==> config.mk <==
export PLATFORM = sky130hd
export DESIGN_NAME = mem_lsu
export DESIGN_NICKNAME = d
export VERILOG_FILES = /design/src/rtl/mem_lsu_pkg.sv /design/src/rtl/mem_lsu_align.sv /design/src/rtl/mem_lsu.sv
export SDC_FILE = /design/constraint.sdc
export NUM_CORES = 1
export LEC_CHECK = 0
export CORE_ASPECT_RATIO = 0.5
export CORE_MARGIN = 4
export CORE_UTILIZATION = 23
export DETAILED_ROUTE_END_ITERATION = 8
export PLACE_DENSITY = 0.44
export REMOVE_ABC_BUFFERS = 1
export SYNTH_ARGS = -nofsm -noshare
export SYNTH_HDL_FRONTEND = slang
export SYNTH_HIERARCHICAL = 1
export SYNTH_SLANG_ARGS = --single-unit
==> constraint.sdc <==
create_clock -name clk -period 4.09 [get_ports clk]
set_input_delay 0.6135 -clock clk [delete_from_list [all_inputs] [get_ports clk]]
set_output_delay 0.6135 -clock clk [all_outputs]
set_load 0.1 [all_outputs]
==> src/rtl/mem_lsu_pkg.sv <==
// Shared definitions for the MEM-stage load/store unit and the data RAM it drives.
package mem_lsu_pkg;

  localparam int unsigned XLEN = 32;
  localparam int unsigned REGW = 5;
  localparam int unsigned SELW = XLEN / 8;

  localparam logic [2:0] F3_LB  = 3'b000;
  localparam logic [2:0] F3_LH  = 3'b001;
  localparam logic [2:0] F3_LW  = 3'b010;
  localparam logic [2:0] F3_LBU = 3'b100;
  localparam logic [2:0] F3_LHU = 3'b101;
  localparam logic [2:0] F3_SB  = 3'b000;
  localparam logic [2:0] F3_SH  = 3'b001;
  localparam logic [2:0] F3_SW  = 3'b010;

  localparam logic [1:0] ST_IDLE = 2'd0;
  localparam logic [1:0] ST_ACC0 = 2'd1;
  localparam logic [1:0] ST_ACC1 = 2'd2;
  localparam logic [1:0] ST_RESP = 2'd3;

  localparam logic [XLEN-1:0] ZeroWord = '0;

  localparam logic RamCeOn    = 1'b1;
  localparam logic RamCeOff   = 1'b0;
  localparam logic RamWeWrite = 1'b1;
  localparam logic RamWeRead  = 1'b0;

  typedef struct packed {
    logic            we;
    logic [2:0]      funct3;
    logic [XLEN-1:0] addr;
    logic [XLEN-1:0] wdata;
    logic [REGW-1:0] rd;
  } lsu_req_t;

  // Legal RV32I load/store width encodings.
  function automatic logic f3_legal(input logic we, input logic [2:0] f3);
    if (we) return (f3 == F3_SB) || (f3 == F3_SH) || (f3 == F3_SW);
    return (f3 == F3_LB) || (f3 == F3_LH) || (f3 == F3_LW) ||
           (f3 == F3_LBU) || (f3 == F3_LHU);
  endfunction

endpackage

==> src/rtl/mem_lsu_align.sv <==
// Byte-lane alignment: lane select and write shift per beat, plus load extraction/extension.
module lsu_align
  import mem_lsu_pkg::*;
(
  input  logic [1:0]      offset,
  input  logic [1:0]      size,
  input  logic            sign_ext,
  input  logic            beat,
  input  logic [XLEN-1:0] wdata,
  input  logic [XLEN-1:0] lo,
  input  logic [XLEN-1:0] hi,
  output logic [SELW-1:0] sel_c,
  output logic [XLEN-1:0] wdata_c,
  output logic [XLEN-1:0] rdata_c,
  output logic            cross_c
);

  localparam int unsigned LANEW = 2 * SELW;
  localparam int unsigned WIDEW = 2 * XLEN;

  logic [LANEW-1:0] mask;
  logic [LANEW-1:0] lanes;
  logic [WIDEW-1:0] wide_w;
  logic [XLEN-1:0]  rd_shift;

  // Lanes and data are laid out across two words; the upper half is the second beat.
  always_comb begin
    case (size)
      2'b00:   mask = LANEW'(8'h01);
      2'b01:   mask = LANEW'(8'h03);
      default: mask = LANEW'(8'h0F);
    endcase
    lanes    = mask << offset;
    wide_w   = {ZeroWord, wdata} << {offset, 3'b000};
    rd_shift = XLEN'({hi, lo} >> {offset, 3'b000});
    sel_c    = beat ? lanes[LANEW-1:SELW] : lanes[SELW-1:0];
    wdata_c  = beat ? wide_w[WIDEW-1:XLEN] : wide_w[XLEN-1:0];
    cross_c  = |lanes[LANEW-1:SELW];
    case (size)
      2'b00:   rdata_c = {{(XLEN-8){sign_ext & rd_shift[7]}}, rd_shift[7:0]};
      2'b01:   rdata_c = {{(XLEN-16){sign_ext & rd_shift[15]}}, rd_shift[15:0]};
      default: rdata_c = rd_shift;
    endcase
  end

endmodule

==> src/rtl/mem_lsu.sv <==
// MEM-stage load/store unit: one request at a time, split misaligned beats, extended load data.
module mem_lsu
  import mem_lsu_pkg::*;
(
  input  logic            clk,
  input  logic            rst_n,
  input  logic            req_valid,
  output logic            req_ready,
  input  logic            req_we,
  input  logic [2:0]      req_funct3,
  input  logic [31:0]     req_addr,
  input  logic [31:0]     req_wdata,
  input  logic [4:0]      req_rd,
  output logic            resp_valid,
  output logic            resp_we,
  output logic [31:0]     resp_rdata,
  output logic [4:0]      resp_rd,
  output logic            resp_err,
  output logic            stall_req,
  output logic            ram_ce,
  output logic            ram_we,
  output logic [31:0]     ram_addr,
  output logic [3:0]      ram_sel,
  output logic [31:0]     ram_wdata,
  input  logic [31:0]     ram_rdata
);

  logic [1:0]      state_q, state_d;
  lsu_req_t        req_q, req_d;
  logic [XLEN-1:0] lo_q, lo_d, hi_q, hi_d;

  logic            req_ready_d, stall_req_d;
  logic            resp_valid_d, resp_we_d, resp_err_d;
  logic [XLEN-1:0] resp_rdata_d;
  logic [REGW-1:0] resp_rd_d;
  logic            ram_ce_d, ram_we_d;
  logic [XLEN-1:0] ram_addr_d, ram_wdata_d;
  logic [SELW-1:0] ram_sel_d;

  logic            in_flight;
  logic [1:0]      al_offset, al_size;
  logic [XLEN-1:0] al_wdata, al_lo, al_hi;
  logic [SELW-1:0] al_sel_c;
  logic [XLEN-1:0] al_wdata_c, al_rdata_c;
  logic            al_cross_c;

  // Aligner sees the incoming request while idle (ACC0 beat) and the held request in flight.
  assign in_flight = (state_q == ST_ACC0) || (state_q == ST_ACC1);
  assign al_offset = in_flight ? req_q.addr[1:0]   : req_addr[1:0];
  assign al_size   = in_flight ? req_q.funct3[1:0] : req_funct3[1:0];
  assign al_wdata  = in_flight ? req_q.wdata       : req_wdata;
  assign al_lo     = (state_q == ST_ACC0) ? ram_rdata : lo_q;
  assign al_hi     = (state_q == ST_ACC1) ? ram_rdata : hi_q;

  lsu_align u_align (
    .offset   (al_offset),
    .size     (al_size),
    .sign_ext (~req_q.funct3[2]),
    .beat     (state_q == ST_ACC0),
    .wdata    (al_wdata),
    .lo       (al_lo),
    .hi       (al_hi),
    .sel_c    (al_sel_c),
    .wdata_c  (al_wdata_c),
    .rdata_c  (al_rdata_c),
    .cross_c  (al_cross_c)
  );

  always_ff @(posedge clk or negedge rst_n) begin
    if (!rst_n) begin
      state_q    <= ST_IDLE;
      req_q      <= '0;
      lo_q       <= ZeroWord;
      hi_q       <= ZeroWord;
      req_ready  <= 1'b1;
      stall_req  <= 1'b0;
      resp_valid <= 1'b0;
      resp_we    <= 1'b0;
      resp_rdata <= ZeroWord;
      resp_rd    <= '0;
      resp_err   <= 1'b0;
      ram_ce     <= RamCeOff;
      ram_we     <= RamWeRead;
      ram_addr   <= ZeroWord;
      ram_sel    <= '0;
      ram_wdata  <= ZeroWord;
    end else begin
      state_q    <= state_d;
      req_q      <= req_d;
      lo_q       <= lo_d;
      hi_q       <= hi_d;
      req_ready  <= req_ready_d;
      stall_req  <= stall_req_d;
      resp_valid <= resp_valid_d;
      resp_we    <= resp_we_d;
      resp_rdata <= resp_rdata_d;
      resp_rd    <= resp_rd_d;
      resp_err   <= resp_err_d;
      ram_ce     <= ram_ce_d;
      ram_we     <= ram_we_d;
      ram_addr   <= ram_addr_d;
      ram_sel    <= ram_sel_d;
      ram_wdata  <= ram_wdata_d;
    end
  end

  // Next state plus the registered RAM beat and response for the upcoming cycle.
  always_comb begin
    state_d      = ST_IDLE;
    req_d        = req_q;
    lo_d         = lo_q;
    hi_d         = hi_q;
    resp_valid_d = 1'b0;
    resp_we_d    = 1'b0;
    resp_rdata_d = ZeroWord;
    resp_rd_d    = '0;
    resp_err_d   = 1'b0;
    ram_ce_d     = RamCeOff;
    ram_we_d     = RamWeRead;
    ram_addr_d   = ZeroWord;
    ram_sel_d    = '0;
    ram_wdata_d  = ZeroWord;

    case (state_q)
      ST_IDLE, ST_RESP: begin
        if (req_valid && req_ready) begin
          req_d.we     = req_we;
          req_d.funct3 = req_funct3;
          req_d.addr   = req_addr;
          req_d.wdata  = req_wdata;
          req_d.rd     = req_rd;
          if (f3_legal(req_we, req_funct3)) begin
            state_d     = ST_ACC0;
            ram_ce_d    = RamCeOn;
            ram_we_d    = req_we ? RamWeWrite : RamWeRead;
            ram_addr_d  = {req_addr[31:2], 2'b00};
            ram_sel_d   = al_sel_c;
            ram_wdata_d = al_wdata_c;
          end else begin
            state_d      = ST_RESP;
            resp_valid_d = 1'b1;
            resp_we_d    = req_we;
            resp_rd_d    = req_rd;
            resp_err_d   = 1'b1;
          end
        end
      end
      ST_ACC0: begin
        if (!req_q.we) lo_d = ram_rdata;
        if (al_cross_c) begin
          state_d     = ST_ACC1;
          ram_ce_d    = RamCeOn;
          ram_we_d    = req_q.we ? RamWeWrite : RamWeRead;
          ram_addr_d  = {req_q.addr[31:2], 2'b00} + XLEN'(4);
          ram_sel_d   = al_sel_c;
          ram_wdata_d = al_wdata_c;
        end else begin
          state_d      = ST_RESP;
          resp_valid_d = 1'b1;
          resp_we_d    = req_q.we;
          resp_rd_d    = req_q.rd;
          resp_rdata_d = req_q.we ? ZeroWord : al_rdata_c;
        end
      end
      ST_ACC1: begin
        if (!req_q.we) hi_d = ram_rdata;
        state_d      = ST_RESP;
        resp_valid_d = 1'b1;
        resp_we_d    = req_q.we;
        resp_rd_d    = req_q.rd;
        resp_rdata_d = req_q.we ? ZeroWord : al_rdata_c;
      end
      default: state_d = ST_IDLE;
    endcase

    req_ready_d = (state_d == ST_IDLE) || (state_d == ST_RESP);
    stall_req_d = (state_d == ST_ACC0) || (state_d == ST_ACC1);
  end

endmodule

# After elaboration in Yosys (flattened, before gate mapping)
# Index checks and enable logic that the tools add are counted.
# W data, S select, Z words.
# totals
ff_bits	251
inputBits	108
elab_cells	113
# classes
reduce_logical	17
eq_ne	11
addsub	1
bitwise	4
muxes	57
shift	3
# op_table
op	n
$mux W32	12
$pmux W32 S2	4
$shl A32 B5 Y64	1
$shr A64 B5 Y32	1
$add A32 B3 Y32 const B	1
$mux W1	22
$mux W4	4
$pmux W4 S2	2
$mux W5	3
$pmux W5 S3	1
$eq A2 B2 Y1 const B	4
$mux W2	4
$shl A4 B2 Y8	1
$logic_or A1 B1 Y1	7
$eq A2 B1 Y1 const B	3
$eq A3 B3 Y1 const B	2
$logic_not A2 Y1	3
$pmux W1 S3	2
$pmux W2 S3	1
$reduce_and A2 Y1	3
$pmux W1 S2	2
$reduce_or A4 Y1	1
$eq A3 B1 Y1 const B	1
$eq A3 B2 Y1 const B	1
other kinds (5)	7

# Logic depth before layout (Yosys ltp)
# Gate-level depths: netlist of run 1.
# logic_depth
ltp_word	13
mapped_depth	14
ltp_nobuf	10

# By module
# The synthesis of run 1 kept the hierarchy.
# by_module_without_submodules
mod	seq_area_each_um2	area_per_inst_um2	n_inst	cells_per_inst
mem_lsu	6232.2	10745.3	1	913
lsu_align	0.0	1883.1	1	203

# Worst setup path after synthesis of run 1
# OpenSTA, ideal clock, no wires.
# synth_path
kind	reg2reg
startpoint	reg state_q[1]
endpoint	reg ram_addr[30]
arrival_time_ns	3.074
path_stages_with_launch	14
synth_period_minus_slack_ns	3.157
n_path_buf	6
setup_ns	0.084
setup_slack_ns	0.933
path_cell_list	dfrtp_1 -> ha_1 -> buf_2 -> clkbuf_1 -> mux2_2 -> buf_4 -> buf_6 -> clkinv_1 -> o22ai_1 -> and2_1 -> clkbuf_1 -> nand2b_1 -> buf_1 -> o22ai_1
# synth_between
word_cells_on_any_way	15
# synth_rtl
item	line_no	rtl
start: declaration	mem_lsu.sv:28	logic [1:0] state_q, state_d;
start signal: assignment	mem_lsu.sv:88	state_q <= state_d;
$eq A2 B1 Y1 / $eq A2 B2 Y1 (equally long branches)	mem_lsu.sv:48	assign in_flight = (state_q == ST_ACC0) || (state_q == ST_ACC1);
$logic_or A1 B1 Y1 (*)	mem_lsu.sv:48	
$mux W2 (*)	mem_lsu.sv:49	assign al_offset = in_flight ? req_q.addr[1:0] : req_addr[1:0];
net al_offset[1]	mem_lsu.sv:41	logic [1:0] al_offset, al_size;
$shl A4 B2 Y8 (*)	mem_lsu_align.sv:33	lanes = mask << offset;
$reduce_or A4 Y1 (*)	mem_lsu_align.sv:38	cross_c = |lanes[LANEW-1:SELW];
net al_cross_c	mem_lsu.sv:45	logic al_cross_c;
$mux W32 (*)	mem_lsu.sv:150	if (al_cross_c) begin
$pmux W32 S2 (*)	mem_lsu.sv:124	case (state_q)
net ram_addr_d[30]	mem_lsu.sv:37	logic [XLEN-1:0] ram_addr_d, ram_wdata_d;
end signal: assignment	mem_lsu.sv:84	ram_addr <= ZeroWord;
end signal: assignment	mem_lsu.sv:101	ram_addr <= ram_addr_d;
end: declaration	mem_lsu.sv:22	output logic [31:0] ram_addr,
# The timed path passes the listed nets; every way through them passes the cells marked *.
# A chain may end at the register's enable or synchronous reset.

# Worst setup path after layout of run 1
# layout_path
startpoint	reg state_q[1]
endpoint	reg ram_addr[29]
# Same word-level chain as after synthesis.

==> results.toml, run 1 <==
[hold_path]
hp-start = "req_q[30]"
hold_end = "req_q[30]"
hold_class = "register to register"
min_path_cells = 2

[global_routing]
grt_pass1_wl_um = 57500
first_global_vias = 9910
antenna_found_initial = 2
grt_overflow_total = 0
grt_max_degree = 101
grtUsageTotal = 0.127

[route]
wl_um = 36800
firstDrtPassIters = 4
avgRoutedWirePerCell_um = 18.4
drcViolationCount = 0
ant_nets = 0
drtIter0Drc = 312
via_per_inst = 4.42
vias = 8844

[setup_path]
end_kind = "register"
criticalPathCategory = "register to register"
reg2reg_from = "state_q[1]"
crit_arrival_ns = 3.58
timing.rr.end = "ram_addr[29]"
start_kind = "register"
r2r_slack_ns = 0.97
worstPathMaxFanout = 28
crit_required_ns = 4.54
rr_worst_depth = 8

[synthesis]
ys_warn_count = 6
netlist_instances = 1092
syn_area_mm2 = 0.0122
avgSynthCellArea_um2 = 11.2

[timing]
max_slew_margin = 0.287
fin_crit_ns = 3.12
hold_viol = 0
fmax_mhz = 320
tightest_slew_ns = 1.07
rsz0062_at_grt = "no"
finalCritPeriodShare = 0.764
finalSetupViolCount = 0
finalMaxSlewViolations = 0
tns_ns = 0
clock_skew_ns = 0.0187

[clock_network]
clock-root-buffer = "clkbuf_16"
path_clk_slew_ns = 0.06
cts_tree = "yes"
clk_latency_ns = 0.55
h-tree-depth = 1
clk_path_buf_depth = 3
cts_buffers = 26
cts.sinks = 241

[cells_and_area]
fin_util = 0.307
syn_to_final_growth_pct = 31.0
drive_above_1_share = 0.215
fin_nets = 1393

[placement]
port_buffers = 217
place_congestion = 0.764
dp_hpwl_um = 26200

[job]
cap_violations = 0

[power]
ir_worst_vdd_mv = 0.561
leakagePower_nw = 6.78
p_total_mw = 15.3
powerDensity_mw_per_mm2 = 954

[floorplanning]
rows = 59
core_area_mm2 = 0.0523
initial_core_util = 0.234
dieWidth_um = 334
die_area_mm2 = 0.0572
die_h_um = 171
io_pins = 220

[status]
outcome = "complete, no violations"
==> through the flow <==
stage	hold slack [ns]	cell area (um2)	instances	setup slack (ns)
final	0.475	16000	2003	0.967
after global routing	0.490	16000	2003	0.676
after CTS	0.478	16000	2001	0.893
after detailed placement	0.463	15100	1953	0.716
after global placement	0.456	15100	1953	0.806
after floorplan	0.318	11900	1012	-0.646
==> report_power, final <==
group	total [mW]	switching, mW	internal, mW
sequential	3.85	0.538	3.31
combinational	8.99	5.50	3.49
clock	2.45	0.996	1.46
==> critical path, stage by stage (launching register included) <==
cell and delay [ns]:
dfrtp_1 0.41, ha_2 0.53, mux2_4 0.55, inv_1 0.21
o22ai_1 0.36, and2_1 0.41, nand2b_1 0.09, buf_4 0.23
o22ai_1 0.20
==> worst max-delay path by stage <==
stage	startpoint	to
after floorplan	state_q[1]	ram_sel[0]
after global placement	req_addr[0]	resp_rdata[27]
after detailed placement	req_addr[0]	ram_addr[29]
after CTS	state_q[1]	resp_rdata[15]
after global routing	state_q[1]	resp_rdata[25]
final	state_q[1]	ram_addr[29]
==> layout make-up <==
type / count / area, um2
Sequential cell: 241 / 6030
Fill cell: 5319 / 36300
Tap cell: 701 / 877
Antenna cell: 2 / 5.00
Timing Repair Buffer: 241 / 2370
Multi-Input combinational cell: 755 / 5810
Clock inverter: 7 / 90.1
Clock buffer: 40 / 795
Inverter: 16 / 60.1
==> sequential cells by signal, indices dropped and copies added, names as in the netlist, 2 cells and up <==
name	cells
hi_q	24
lo_q	32
ram_addr	30
ram_sel	4
ram_wdata	32
req_q	73
resp_rd	5
resp_rdata	32
state_q	2
==> routing by layer <==
layer,GRT usage,wire length (um)
met3,0.0213,1030
met5,0,0
met1,0.137,14000
met4,0.0309,748
met2,0.260,21000
==> timing repair <==
action | CTS | global route
gates resized for setup | 0 | 0
buffers inserted | 0 | 0
hold buffers | 1 | 0
endpoints found under the hold margin | 32 | 0
==> layout by cell type, fill, tap and decap left out, types with 3 or more instances in the layout <==
| cell type | count |
|---|---|
| o2bb2ai_1 | 24 |
| nand3_1 | 7 |
| nand4_1 | 4 |
| a22o_1 | 13 |
| and4_1 | 3 |
| o22ai_2 | 4 |
| o21ai_1 | 9 |
| nor4_4 | 3 |
| a21oi_1 | 4 |
| mux4_2 | 32 |
| clkdlybuf4s50_1 | 216 |
| xor2_1 | 4 |
| a32oi_1 | 7 |
| mux2_2 | 147 |
| mux2i_1 | 25 |
| buf_4 | 22 |
| inv_1 | 15 |
| o22ai_1 | 20 |
| nor3_2 | 8 |
| clkbuf_8 | 7 |
| nor2_1 | 18 |
| clkinv_2 | 3 |
| nor3_1 | 5 |
| xnor2_1 | 24 |
| dfrtp_1 | 240 |
| clkbuf_16 | 27 |
| and2_1 | 79 |
| clkbuf_1 | 6 |
| a211oi_1 | 8 |
| nand2_1 | 241 |
| o21ai_0 | 30 |
| a21o_1 | 3 |
Note: power is estimated with default switching activity, not from simulation.
==> run 2, diff against run 1 <==
==> constraint.sdc (replaced) <==
create_clock -name clk -period 3 [get_ports clk]
set_input_delay 0.45 -clock clk [delete_from_list [all_inputs] [get_ports clk]]
set_output_delay 0.45 -clock clk [all_outputs]
set_load 0.1 [all_outputs]
==> run 2 against run 1 <==
Via count is 1.3% higher. Highest routed layer unchanged. Count of clock-buffer cells in the layout is 6 lower. Critical path depth down 1. Sequential power increased by 37%. Critical path type unchanged.
==> results.toml, run 2 (synthesis results as in run 1) <==
[status]
outcome = "complete, no violations"

[clock_network]
path_clk_slew_ns = 0.06
postCtsSetupBuffers = 0
cts_buffers = 27
clk_path_buf_depth = 3
h-tree-depth = 1
cts.sinks = 241
holdBufCountCts = 1
cts_tree = "yes"
clk_latency_ns = 0.54
ctsResizeCount = 0
clock-root-buffer = "clkbuf_16"

[setup_path]
rr_worst_depth = 7
criticalPathCategory = "register to register"
crit_chain = "ha_2, mux2_2, buf_12, mux4_2, nand4_1, nand2_1, and2_1"
cp.depth = 7
worstPathMaxFanout = 39
crit_arrival_ns = 3.22
critical_path.top_delay_family = "simple AND/OR/NAND/NOR gates"
crit_required_ns = 3.48
reg2reg_from = "state_q[1]"
cp_slowest_cell = "ha_2"
end_kind = "register"
slowest_delay_ns = 0.54
start_kind = "register"
timing.critical_path.buf_inv = 1
r2r_slack_ns = 0.26
timing.rr.end = "resp_rdata[11]"

[timing]
finalMaxSlewViolations = 0
hold_viol = 0
rsz0062_at_grt = "no"
finalCritPeriodShare = 0.914
max_slew_margin = 0.431
finalSetupViolCount = 0
final.setup.worst_slack_ns = 0.259
tightest_slew_ns = 0.851
timing.hold.ws_ns = 0.467
fmax_mhz = 365
clock_skew_ns = 0.00787
tns_ns = 0
fin_crit_ns = 2.74

[floorplanning]
die_area_mm2 = 0.0572
io_pins = 220
rows = 59
core_area_mm2 = 0.0523
die_h_um = 171
initial_core_util = 0.234
dieWidth_um = 334

[job]
cap_violations = 0

[route]
drtIter0Drc = 443
ant_nets = 0
vias = 8961
drcViolationCount = 0
via_per_inst = 4.45
avgRoutedWirePerCell_um = 18.4
firstDrtPassIters = 4
wl_um = 37000

[placement]
place_congestion = 0.798
post-place-ws_ns = 0.230
port_buffers = 217
dp_hpwl_um = 26300

[global_routing]
grt_max_degree = 71
antenna_found_initial = 4
grt_pass1_wl_um = 58000
grt_overflow_total = 0
first_global_vias = 9745
grtUsageTotal = 0.128

[cells_and_area]
syn_to_final_growth_pct = 30.2
final_common_cell = "nand2_1"
fin_nets = 1403
final_cell_mix = "nand2_1 (241), dfrtp_1 (240), mux2_2 (147)"
regMostFlops = "req_q"
largest_register_ffs = 73
drive_above_1_share = 0.308
fin_util = 0.305

[hold_path]
hold_class = "input pin to async pin"

[power]
powerDensity_mw_per_mm2 = 1320
ir_worst_vdd_mv = 0.796
leakagePower_nw = 7.08
[run 2: cell types whose count changed in the layout (fill, tap and decap cells not counted)]
cell | before | now
diode_2 | 2 | 5
clkbuf_1 | 6 | 2
clkdlybuf4s50_1 | 216 | 106
clkbuf_8 | 7 | 5
clkinv_2 | 3 | 7
buf_4 | 22 | 136
buf_12 | 1 | 6
bufinv_16 | 2 | 4
[run 2: per-layer routing]
layer | vias up | GRT usage | routed length [um]
met1 | 4609 | 0.143 | 14200
met5 | - | 0 | 0
met4 | 0 | 0.0360 | 839
met3 | 52 | 0.0191 | 1050
li1 | 4189 | - | -
met2 | 111 | 0.255 | 20900
[run 2: through the flow]
stage | total power [mW] | cell area, um2 | std cells
floorplan | 14.3 | 11900 | 1012
global placement | 17.7 | 15000 | 1962
detailed placement | 17.8 | 15000 | 1962
CTS | 21.4 | 15900 | 2010
global route | 22.6 | 15900 | 2014
finish | 21.1 | 15900 | 2015
[run 2: how the worst max path moves through the flow]
| stage | startpoint | end |
|---|---|---|
| after detailed placement | state_q[1] | resp_rdata[11] |
| after global placement | req_funct3[0] | ram_addr[29] |
| after floorplan | state_q[1] | ram_sel[0] |
| final | state_q[1] | resp_rdata[11] |
| after CTS | state_q[1] | resp_rdata[11] |
| after global routing | state_q[0] | resp_rd[3] |
[run 2: layout make-up]
type	count	area (um2)
Fill cell	5312	36400
Sequential cell	241	6030
Multi-Input combinational cell	755	5810
Timing Repair Buffer	250	2230
Tap cell	701	877
Clock buffer	34	752
Clock inverter	13	170
Inverter	16	60.1
Antenna cell	5	12.5
[run 2: report_power, final]
part	switching [mW]	internal (mW)
Sequential	0.757	4.52
Clock	1.37	2.10
Combinational	7.52	4.84
Total	9.65	11.5
==> run 3, diff against run 2 <==
--- a/config.mk
+++ b/config.mk
@@ -6,7 +6,6 @@
 export NUM_CORES = 1
 export LEC_CHECK = 0
 export CORE_ASPECT_RATIO = 0.5
-export CORE_MARGIN = 4
 export CORE_UTILIZATION = 23
 export DETAILED_ROUTE_END_ITERATION = 8
 export PLACE_DENSITY = 0.44
==> run 3 against run 2 <==
Cell count up 0.30%. Via count down 0.11%. First-iteration DRC count down 5.4%. Maximum frequency up 1.1%. Highest routed layer unchanged. Critical path type unchanged. Clock power down 6.6%. Largest cell class unchanged. Critical path depth up 2. Critical endpoint is now ram_addr[25].
==> results.toml, run 3 (synthesis results as in run 1) <==
[route]
dr_wl_met3_um = 754
drcViolationCount = 0
via_per_inst = 4.43
highest_layer = "met4"
wl_um = 36200
drtIter0Drc = 419
wl_met1_um = 14100
route.met2.wl_um = 20300
vias = 8951
ant_nets = 0
firstDrtPassIters = 5
avgRoutedWirePerCell_um = 17.9

[floorplanning]
initial_core_util = 0.234
io_pins = 220
die_h_um = 165
core_area_mm2 = 0.0523
dieWidth_um = 328
die_area_mm2 = 0.0542
rows = 59

[clock_network]
cts_tree = "yes"
clk_path_buf_depth = 3
postCtsSetupBuffers = 0
cts_buffers = 27
clk_latency_ns = 0.55
clock-root-buffer = "clkbuf_16"
cts.sinks = 241
h-tree-depth = 1
path_clk_slew_ns = 0.06

[cells_and_area]
final_cell_mix = "nand2_1 (241), dfrtp_1 (240), mux2_2 (147)"
final_common_cell = "nand2_1"
n_fill_cell = 5371
drive_above_1_share = 0.309
final_cells = 2021
syn_to_final_growth_pct = 30.6
fin_nets = 1410
regMostFlops = "req_q"
design_area_mm2 = 0.0160
largest_register_ffs = 73

[setup_path]
timing.critical_path.buf_inv = 3
crit_required_ns = 3.46
crit_arrival_ns = 3.17
criticalPathCategory = "register to register"
worstPathMaxFanout = 23
cp_slowest_cell = "ha_2"
start_kind = "register"
crit_chain = "inv_1, ha_2, mux2_4, inv_1, o22ai_2, and2_1, nand2b_1, buf_12, o22ai_2"
critical_path.top_delay_family = "simple AND/OR/NAND/NOR gates"
end_kind = "register"
slowest_delay_ns = 0.49

[job]
cap_violations = 0

[timing]
tns_ns = 0
clock_skew_ns = 0.0127
final.setup.worst_slack_ns = 0.290
finalSetupViolCount = 0
tightest_slew_ns = 0.857
finalCritPeriodShare = 0.903
fmax_mhz = 369
fin_crit_ns = 2.71
finalMaxSlewViolations = 0
max_slew_margin = 0.427
hold_viol = 0
rsz0062_at_grt = "no"

[placement]
placed_cells = 1969
dp_hpwl_um = 25900
placed_cell_area_mm2 = 0.0151
post-place-ws_ns = 0.184
place_congestion = 0.793
port_buffers = 217

[global_routing]
first_global_vias = 9597
grtUsageTotal = 0.132
grt_overflow_total = 0
grt_max_degree = 69
antenna_found_initial = 3
grt_pass1_wl_um = 55700

[power]
powerDensity_mw_per_mm2 = 1310
p_total_mw = 21.0
leakagePower_nw = 7.11
ir_worst_vdd_mv = 0.557

[status]
outcome = "complete, no violations"

[hold_path]
hold_class = "input pin to async pin"
==> run 3: cell count changes in the layout (fill, tap and decap cells not counted) <==
cell / previous run / this run
inv_6: 0 / 1
diode_2: 5 / 4
clkinvlp_4: 2 / 1
buf_12: 6 / 10
bufinv_16: 4 / 0
clkbuf_1: 2 / 6
clkbuf_8: 5 / 11
o22ai_2: 4 / 5
buf_4: 136 / 139
o22ai_1: 20 / 19
clkinv_2: 7 / 1
==> run 3: metrics by stage <==
step,hold WS (ns),utilization
finish,0.451,0.306
detailed placement,0.463,0.289
floorplan,0.154,-
global placement,0.453,0.289
CTS,0.442,0.306
global route,0.463,0.306
==> run 3: final timing paths <==
path / start / cells after the start / slack [ns] / to
max in group asynchronous: rst_n / 4 / 1.67 / lo_q[10]
hold / removal: rst_n / 2 / 0.45 / lo_q[27]
min in group clk: req_wdata[18] / 3 / 0.47 / req_q[23]
hold reg to reg: req_q[6] / 2 / 0.47 / req_q[6]
setup / recovery: state_q[0] / 9 / 0.29 / ram_addr[25]
setup reg to reg: state_q[0] / 9 / 0.29 / ram_addr[25]
==> run 3: per-layer routing <==
layer,GRT usage,vias up
met2,0.256,107
met4,0.0431,0
met5,0,-
met3,0.0164,56
li1,-,4218
met1,0.149,4570
==> run 3: where the power goes <==
part	switching (mW)	leakage [nW]	internal, mW
Combinational	7.55	3.58	4.94
Sequential	0.750	3.10	4.52
Clock	1.33	0.428	1.92
Total	9.63	7.11	11.4
==> run 3: cell type report <==
cell class                      instances  area [um2]  area share
Inverter                               16        60.1     0.00375
Clock buffer                           44         850      0.0531
Tap cell                              701         877      0.0548
Multi-Input combinational cell        755        5820       0.364
Clock inverter                          3        21.3     0.00133
Timing Repair Buffer                  257        2330       0.146
Sequential cell                       241        6030       0.377
Antenna cell                            4        10.0    0.000626
==> run 3: what timing repair did <==
action | 4_1_cts | 5_1_grt
endpoints found under the hold margin | 64 | 0
setup endpoints to repair | 0 | 54
hold buffers | 1 | 0
gates resized for setup | 0 | 1
==> run 3: worst register-to-register path, delay by kind of cell, from the launching register on <==
kind                     cells  cell delay [ns]
buffers and inverters        3             0.43
adder cells (fa/ha/maj)      1             0.49
multiplexers                 1             0.41
AND/OR/NAND/NOR              2             0.52
AO/OA/AOI/OAI                2             0.41
flip-flops                   1             0.35
